<file path="src/rtl/audio_pkg.sv">
// ============================================================================
// Module  : audio_pkg
// Brief   : Shared constants and types for the WM8731 audio serial path.
// Revision: 1.0 - initial release
// ============================================================================
`default_nettype none

package audio_pkg;
  localparam int   AUDIO_WORD_LEN = 32;
  localparam logic LRC_LEFT       = 1'b1;

  typedef struct packed {
    logic [31:0] left;
    logic [31:0] right;
  } stereo_pair_t;
endpackage

`default_nettype wire

</file>
<file path="src/rtl/audio_tx_fifo.sv">
// ============================================================================
// Module  : audio_tx_fifo
// Brief   : Show-ahead synchronous FIFO of stereo pairs, async reset.
// Revision: 1.0 - initial release
// ============================================================================
`default_nettype none

module audio_tx_fifo
  import audio_pkg::*;
#(
  parameter int FIFO_DEPTH = 4
) (
  input  logic                          clk,
  input  logic                          rst,
  input  logic                          wr_en,
  input  stereo_pair_t                  wr_data,
  input  logic                          rd_en,
  output stereo_pair_t                  rd_data,
  output logic                          full,
  output logic                          empty,
  output logic [$clog2(FIFO_DEPTH):0]   level
);
  localparam int AW = $clog2(FIFO_DEPTH);

  stereo_pair_t  r_mem [FIFO_DEPTH];
  logic [AW:0]   r_wr_ptr;
  logic [AW:0]   r_rd_ptr;
  logic          w_wr;
  logic          w_rd;

  // One extra pointer bit distinguishes full from empty.
  assign level   = r_wr_ptr - r_rd_ptr;
  assign full    = (level == (AW+1)'(FIFO_DEPTH));
  assign empty   = (level == '0);
  assign w_wr    = wr_en & ~full;
  assign w_rd    = rd_en & ~empty;
  assign rd_data = r_mem[r_rd_ptr[AW-1:0]];

  always_ff @(posedge clk) begin
    if (w_wr) r_mem[r_wr_ptr[AW-1:0]] <= wr_data;
  end

  always_ff @(posedge clk or posedge rst) begin
    if (rst) begin
      r_wr_ptr <= '0;
      r_rd_ptr <= '0;
    end else begin
      if (w_wr) r_wr_ptr <= r_wr_ptr + 1'b1;
      if (w_rd) r_rd_ptr <= r_rd_ptr + 1'b1;
    end
  end
endmodule

`default_nettype wire

</file>
<file path="src/rtl/audio_tx.sv">
// ============================================================================
// Module  : audio_tx
// Brief   : Left-justified DAC serialiser for a codec-mastered BCLK/LRC.
// Revision: 1.0 - initial release
// ============================================================================
`default_nettype none

module audio_tx
  import audio_pkg::*;
#(
  parameter int WORD_LEN   = AUDIO_WORD_LEN,
  parameter int FIFO_DEPTH = 4
) (
  input  logic                          clk,
  input  logic                          rst,
  input  logic                          sck_bclk,
  input  logic                          ws_lrc,
  output logic                          sdata,
  input  logic [31:0]                   left_data,
  input  logic [31:0]                   right_data,
  input  logic                          data_valid,
  output logic                          data_ready,
  output logic                          underrun,
  output logic [$clog2(FIFO_DEPTH):0]   fifo_level
);
  // Keeps the top WORD_LEN bits so the tail of each slot shifts out as zeros.
  localparam logic [31:0] c_word_mask = ~(32'hFFFF_FFFF >> WORD_LEN);

  logic         r_bclk_d0, r_bclk_d1;
  logic         r_lrc_d0,  r_lrc_d1;
  logic [31:0]  r_shift;
  logic [31:0]  r_hold;
  logic         r_sdata;
  logic         r_underrun;

  logic         w_bclk_fall;
  logic         w_left_start;
  logic         w_right_start;
  logic         w_full;
  logic         w_empty;
  stereo_pair_t w_wr_pair;
  stereo_pair_t w_rd_pair;

  always_ff @(posedge clk or posedge rst) begin
    if (rst) begin
      r_bclk_d0 <= 1'b0;
      r_bclk_d1 <= 1'b0;
      r_lrc_d0  <= 1'b0;
      r_lrc_d1  <= 1'b0;
    end else begin
      r_bclk_d0 <= sck_bclk;
      r_bclk_d1 <= r_bclk_d0;
      r_lrc_d0  <= ws_lrc;
      r_lrc_d1  <= r_lrc_d0;
    end
  end

  assign w_bclk_fall   = r_bclk_d1 & ~r_bclk_d0;
  assign w_left_start  = (r_lrc_d0 == LRC_LEFT) && (r_lrc_d1 != LRC_LEFT);
  assign w_right_start = (r_lrc_d0 != LRC_LEFT) && (r_lrc_d1 == LRC_LEFT);

  assign w_wr_pair.left  = left_data;
  assign w_wr_pair.right = right_data;

  audio_tx_fifo #(
    .FIFO_DEPTH (FIFO_DEPTH)
  ) u_fifo (
    .clk     (clk),
    .rst     (rst),
    .wr_en   (data_valid),
    .wr_data (w_wr_pair),
    .rd_en   (w_left_start),
    .rd_data (w_rd_pair),
    .full    (w_full),
    .empty   (w_empty),
    .level   (fifo_level)
  );

  // A slot load takes priority over the coincident BCLK-fall shift.
  always_ff @(posedge clk or posedge rst) begin
    if (rst) begin
      r_shift    <= '0;
      r_hold     <= '0;
      r_sdata    <= 1'b0;
      r_underrun <= 1'b0;
    end else begin
      r_sdata    <= r_shift[31];
      r_underrun <= 1'b0;
      if (w_left_start) begin
        if (!w_empty) begin
          r_shift <= w_rd_pair.left & c_word_mask;
          r_hold  <= w_rd_pair.right;
        end else begin
          r_shift    <= '0;
          r_hold     <= '0;
          r_underrun <= 1'b1;
        end
      end else if (w_right_start) begin
        r_shift <= r_hold & c_word_mask;
      end else if (w_bclk_fall) begin
        r_shift <= {r_shift[30:0], 1'b0};
      end
    end
  end

  assign sdata      = r_sdata;
  assign underrun   = r_underrun;
  assign data_ready = ~w_full;
endmodule

`default_nettype wire
</file>
<file path="config.mk">
export PLATFORM = sky130hd
export DESIGN_NAME = audio_tx
export DESIGN_NICKNAME = d
export VERILOG_FILES = /design/src/rtl/audio_pkg.sv /design/src/rtl/audio_tx_fifo.sv /design/src/rtl/audio_tx.sv
export SDC_FILE = /design/constraint.sdc
export NUM_CORES = 1
export LEC_CHECK = 0
export CAP_MARGIN = 10
export CORE_MARGIN = 1
export CORE_UTILIZATION = 40
export CTS_BUF_LIST = sky130_fd_sc_hd__clkbuf_8
export DETAILED_ROUTE_END_ITERATION = 7
export PLACE_DENSITY = 0.69
export RECOVER_POWER = 25
export SLEW_MARGIN = 10
export SYNTH_ARGS = -nofsm -noshare
export SYNTH_HDL_FRONTEND = slang
export SYNTH_SLANG_ARGS = --single-unit
</file>
<file path="constraint.sdc">
create_clock -name clk -period 5.75 [get_ports clk]
set_input_delay 0.575 -clock clk [delete_from_list [all_inputs] [get_ports clk]]
set_output_delay 0.575 -clock clk [all_outputs]
set_load 0.05 [all_outputs]
</file>
; ---- Yosys cells after proc, flatten, opt, wreduce, memory -nomap -nowiden
; Memories as Yosys holds them, arrays and structs flattened.
; Cells that the tools add are included.
[totals]
reg_bits = 76
ram_bits = 256
output_inout_bits = 6
memories = 1
[classes]
add_sub_neg = 3
eq_ne = 1
muxes = 9
bitwise_logic = 8
n_reduce_logical = 4
[mem_list]
columns = name, depth, width, rd, rd_ports_with_merged_regs, wr, line_no
row1 = u_fifo.r_mem, 4, 64, 1, 0, 1, audio_tx_fifo.sv:25  ; stereo_pair_t r_mem [FIFO_DEPTH];
[ops]
columns = operator, n
row1 = 32-bit 2-to-1 mux, 5
row2 = 3-bit by 1-bit adder with 3-bit output (second input constant), 2
row3 = 1-bit NOT, 5
row4 = 1-bit 2-to-1 mux, 4
row5 = 1-bit bitwise AND, 3
row6 = 3-bit == test (second input constant), 1
row7 = 3-bit zero test, 1
row8 = 3-bit nonzero test, 1
row9 = 3-bit subtractor, 1
row10 = 1-bit logical AND, 2

; ---- Longest topological paths before layout
[logic_depth]
ltp_word = 6
depth_mapped = 8
ltp_nobuf = 6

; ---- By module
; From an unflattened synthesis, not the netlist that was laid out.
[unflattened]
hier_cells = 709
area_unflattened_um2 = 12968.7
[by_module_without_submodules]
columns = module, instances, cells_per_inst, area_per_inst_um2, seq_area_each_um2
row1 = audio_tx_fifo, 1, 378, 9646.8, 7837.5
row2 = audio_tx, 1, 331, 3321.9, 1751.7

; ---- Worst setup path after synthesis
; OpenSTA, ideal clock, no wires.
[synth_path]
path_type = register to register
startpoint = register u_fifo.r_wr_ptr[0]
endpoint = memory u_fifo.r_mem[0][0] (netlist name) (enable)
setup_time_ns = 0.429
t_arrival_ns = 3.146
required_ns = 5.321
path_slack_ns = 2.175
path_stages_with_launch = 7
n_path_buf = 0
period_less_slack_ns = 3.575
cell_sequence = dfrtp_1 -> inv_1 -> ha_1 -> fa_1 -> xor3_2 -> a31oi_4 -> and2_1
[synth_via]
elab_chain_len = 6
[synth_rtl]
columns = item, line_no
row1 = from (decl), audio_tx_fifo.sv:26  ; logic [AW:0] r_wr_ptr;
row2 = from (signal assigned), audio_tx_fifo.sv:48  ; if (w_wr) r_wr_ptr <= r_wr_ptr + 1'b1;
row3 = 3-bit subtractor, audio_tx_fifo.sv:32  ; assign level = r_wr_ptr - r_rd_ptr;
row4 = 3-bit == test, audio_tx_fifo.sv:33  ; assign full = (level == (AW+1)'(FIFO_DEPTH));
row5 = 1-bit NOT, audio_tx_fifo.sv:35  ; assign w_wr = wr_en & ~full;
row6 = 1-bit bitwise AND, audio_tx_fifo.sv:35
row7 = 1-bit 2-to-1 mux, audio_tx_fifo.sv:40  ; if (w_wr) r_mem[r_wr_ptr[AW-1:0]] <= wr_data;
row8 = 1-bit 2-to-1 mux (not written as such), audio_tx_fifo.sv:40
row9 = to (decl), audio_tx_fifo.sv:25
; Several ways; a longest one is shown, not always the timed one.

; ---- Worst setup path in the final report
[layout_path]
startpoint = register u_fifo.r_rd_ptr[0]
endpoint = output port fifo_level[2]
[layout_via]
elab_chain_len = 1
[layout_rtl]
columns = item, line_no
row1 = from (decl), audio_tx_fifo.sv:27  ; logic [AW:0] r_rd_ptr;
row2 = from (signal assigned), audio_tx_fifo.sv:49  ; if (w_rd) r_rd_ptr <= r_rd_ptr + 1'b1;
row3 = 3-bit subtractor, audio_tx_fifo.sv:32
row4 = to (decl), audio_tx.sv:24  ; output logic [$clog2(FIFO_DEPTH):0] fifo_level
; Every way passes these cells.

==> results <==
- Clock-pin slew was measured on the worst setup and hold paths at 0.06 ns.
- For this design the ratio of total power to cell area is 534 nW/um^2.
- The met1 demand-to-capacity share in global routing is 22.8%.
- The pin slew with the least headroom to its limit is 1.21 ns.
- Sorting the synthesized cells by area gives the leading types as edfxtp_1, dfrtp_1, mux4_2.
- The area share of the largest cell type after synthesis is 57.2%.
- For the worst flop-to-flop path, the logic depth is 6.
- Tracing the worst setup path back leads to its startpoint at u_fifo.r_rd_ptr[0].
- The number of max-slew violations in the final report came to 0.
- The path type of the worst min-delay path is reg2reg.
- In the final timing run, aggregate negative setup slack is 0 ns.
- STA classifies the critical path startpoint as a flip-flop.
- TritonCTS built the clock tree.
- The required time of the critical path is 5.18 ns.
- In the synthesized netlist the async set-or-reset flop fraction comes to 22.9%.
- The category of the most critical setup path is reg2out.
- After layout, the design draws a total of 8.33 mW.
- The height of the chip is 185 microns.
- The number of hold-slack violations in the final timing report is 0.
- For this run, the register share of the synthesized area comes to 71.3%.
- The cell with the most instances after synthesis is edfxtp_1.
- The cell sitting at the root of the clock tree is a clkbuf_8.
- The synthesized design contains 256 enable-type register cells.
- The number of global-route vias before repair is 7324.
- Setup repair after global routing left no endpoint under its margin.
- Pin placement for this block handled 75 I/O pins.
- The remaining max-slew budget at the tightest pin is 18.9%.
- Once the floorplan was initialized, standard cells occupied 41.0% of the core.
- The predominant post-synthesis flop cell is edfxtp_1.
- Setup violations remaining at the end of the flow were counted as 0.
- In this run the remaining antenna-violating nets after routing total 0.
- At the end of the flow, the number of nets in the layout was 894.
- The met2 track utilization from global routing is 24.8%.
- The worst hold path begins at r_shift[31].
- Once placement finished, the instance area stood at 14600 sq um.
- The reported leakage power is 5.36 nW.
- Counting every instance in the synthesized netlist gives 731.
- The met3 demand-to-capacity share in global routing is 3.32%.
- For this design, the sink count on the clock tree is 332.
- The maximum clock frequency is 268 MHz.
- The total wire length after detailed routing is 26400 microns.
- The count of inserted antenna diode cells is 0.
- The critical path data arrival time is 3.16 ns.
- After detailed routing, the average wire length per cell comes to 20.3 microns.
- The number of nets in the synthesized netlist is 807.
- After layout, the worst path uses 64.9% of the clock period.
- The total global routing track utilization is 16.0%.
- After global routing, the most crowded layer is met2.
- The detailed router placed 6905 vias in this run.
- In this run, CTS created clock tree buffers numbering 51.
- The startpoint identified for the worst register-to-register timing path is u_fifo.r_rd_ptr[0].
- The H-tree was split into 2 levels.
- The fraction of layout instances using a drive strength above 1 is 24.3%.
- The flop and latch count out of synthesis is 332.
- Across the routed clock network, the largest skew measured is 0.0244 ns.
- In this run, distinct cell masters in the synthesized netlist total 40.
- The number of buffers added on ports is 74.
- The pin count of the biggest net entering global routing is 67.
- A synthesized cell averages 18.4 sq um.
- The flow ran to the end, and the final reports show no timing, DRC or antenna violations.
- For this run, design rule violations remaining after detail routing come to 0.
- The initial antenna violation count was 1.
- The core outline area is 32800 sq um.
- The longest clock path from root to sink contains 3 buffers.
- The row count is 66.
- STA classifies the critical path endpoint as a primary output.
- The post-route cell area is 15600 sq um.
- The wire-length estimate of the detail-placed layout is 15200 microns.
- Dividing the detail-routed via count by the number of cells gives 5.30.
- The total of warnings raised by yosys is 0.
- By count the netlist is led by edfxtp_1, dfrtp_1, mux4_2.
- The worst hold path passes through 0 cells.
- The first detailed-routing pass ran for 5 iterations.
- The final critical-path required period is 3.73 ns.
- The wire length of the first global-routing pass is 41900 microns.
- The floorplan step set the die width to 185 microns.
- The area added between synthesis and finish is 16.0%.
- The insertion delay of the later-clocked pin in the worst-skew pair is 0.57 ns.
- The number of DRC markers after the initial detailed-route iteration is 442.
- Summed over all layers, the global routing overflow is 0.
- In this run, post-CTS hold repair placed 0 buffers.
- Hold is met by 0.426 ns.
- The worst voltage drop across the vdd grid is 0.505 mV.
- The die covers 34400 sq um.
- The maximum fanout count along the critical path is 21.
- The mapped cell area is 13400 sq um.
- The congestion estimate from routability-driven global placement came to 0.746.
- The number of gates resized after CTS was 0.
- The tool flagged a number of max-cap violations equal to 0.
- The biggest area consumer among synthesized cells is edfxtp_1.
- Post-CTS timing repair inserted 0 buffers for setup.
## kinds of logic after synthesis
kind of cell    Yosys count  share of synthesized area [%]
flops                   332                           71.3
compound gates          165                           10.2
simple gates             83                           3.28
mux                      74                           11.6
buf+inv                  64                           2.42
fa+ha+maj                 7                          0.707
xor+xnor                  6                          0.512
## power breakdown
part,internal [mW],switching [mW],leakage [nW]
registers,3.34,0.276,3.27
logic,1.07,1.77,1.48
clock network,1.02,0.857,0.607
## flip-flops by register name, indices dropped and copies added, names as in the netlist
| name | count |
|---|---|
| r_bclk_d0 | 1 |
| r_bclk_d1 | 1 |
| r_hold | 32 |
| r_lrc_d0 | 1 |
| r_lrc_d1 | 1 |
| r_shift | 32 |
| sdata | 1 |
| u_fifo.r_mem | 256 |
| u_fifo.r_rd_ptr | 3 |
| u_fifo.r_wr_ptr | 3 |
| underrun | 1 |
## layout by cell type (no fill, tap or decap), drive strengths merged, types with 2 or more instances in the layout
master,synthesis,final
clkinv,1,11
nor3b,23,23
dlygate4sd3,0,43
o21ai,66,66
a31oi,10,10
inv,7,31
edfxtp,256,256
a22oi,8,8
a2bb2oi,44,44
xnor2,3,3
and2,5,5
bufinv,0,2
nor3,11,11
mux2,10,10
clkdlybuf4s50,0,31
ha,6,6
o211ai,33,33
clkbuf,23,60
nor2b,3,3
xor2,2,2
mux4,64,64
nand2,37,37
buf,33,15
nand2b,2,2
dfrtp,76,76
## final cells by class
| cell class | instances | area (sq um) |
|---|---|---|
| timing repair buffer | 90 | 857 |
| clock buffer | 59 | 812 |
| fill | 2786 | 17200 |
| sequential | 332 | 9590 |
| tap | 442 | 553 |
| clock inverter | 36 | 191 |
| multi-input combinational | 335 | 3560 |
| inverter | 8 | 31.3 |
## metrics by stage
step / instances / utilization, % / setup WS (ns)
2_1_floorplan: 731 / - / 2.18
3_3_place_gp: 1207 / 44.5 / 2.47
3_5_place_dp: 1207 / 44.5 / 2.41
4_1_cts: 1302 / 47.6 / 1.93
5_1_grt: 1302 / 47.6 / 1.84
6_report: 1302 / 47.6 / 2.02
## layer usage
metal  part of all wire, %  vias to the layer above
met1                    46                     3554
met2                    47                      184
met4                   1.7                        0
met5                     0                        -
li1                      -                     3126
met3                   6.1                       41
## critical path, cell delays in order (launching register included)
cell             delay (ns)
dfrtp_4                0.64
ha_1                   0.28
fa_1                   0.41
xor3_2                 0.31
clkdlybuf4s50_1        0.95
## final timing paths
kind,endpoint,slack [ns]
min in group asynchronous,r_shift[22],0.52
hold / removal,sdata,0.43
hold reg to reg,sdata,0.43
max in group asynchronous,r_hold[13],4.30
setup / recovery,fifo_level[2],2.02
setup reg to reg,u_fifo.r_mem[3][49],2.41
(Power assumes the default switching activity.)
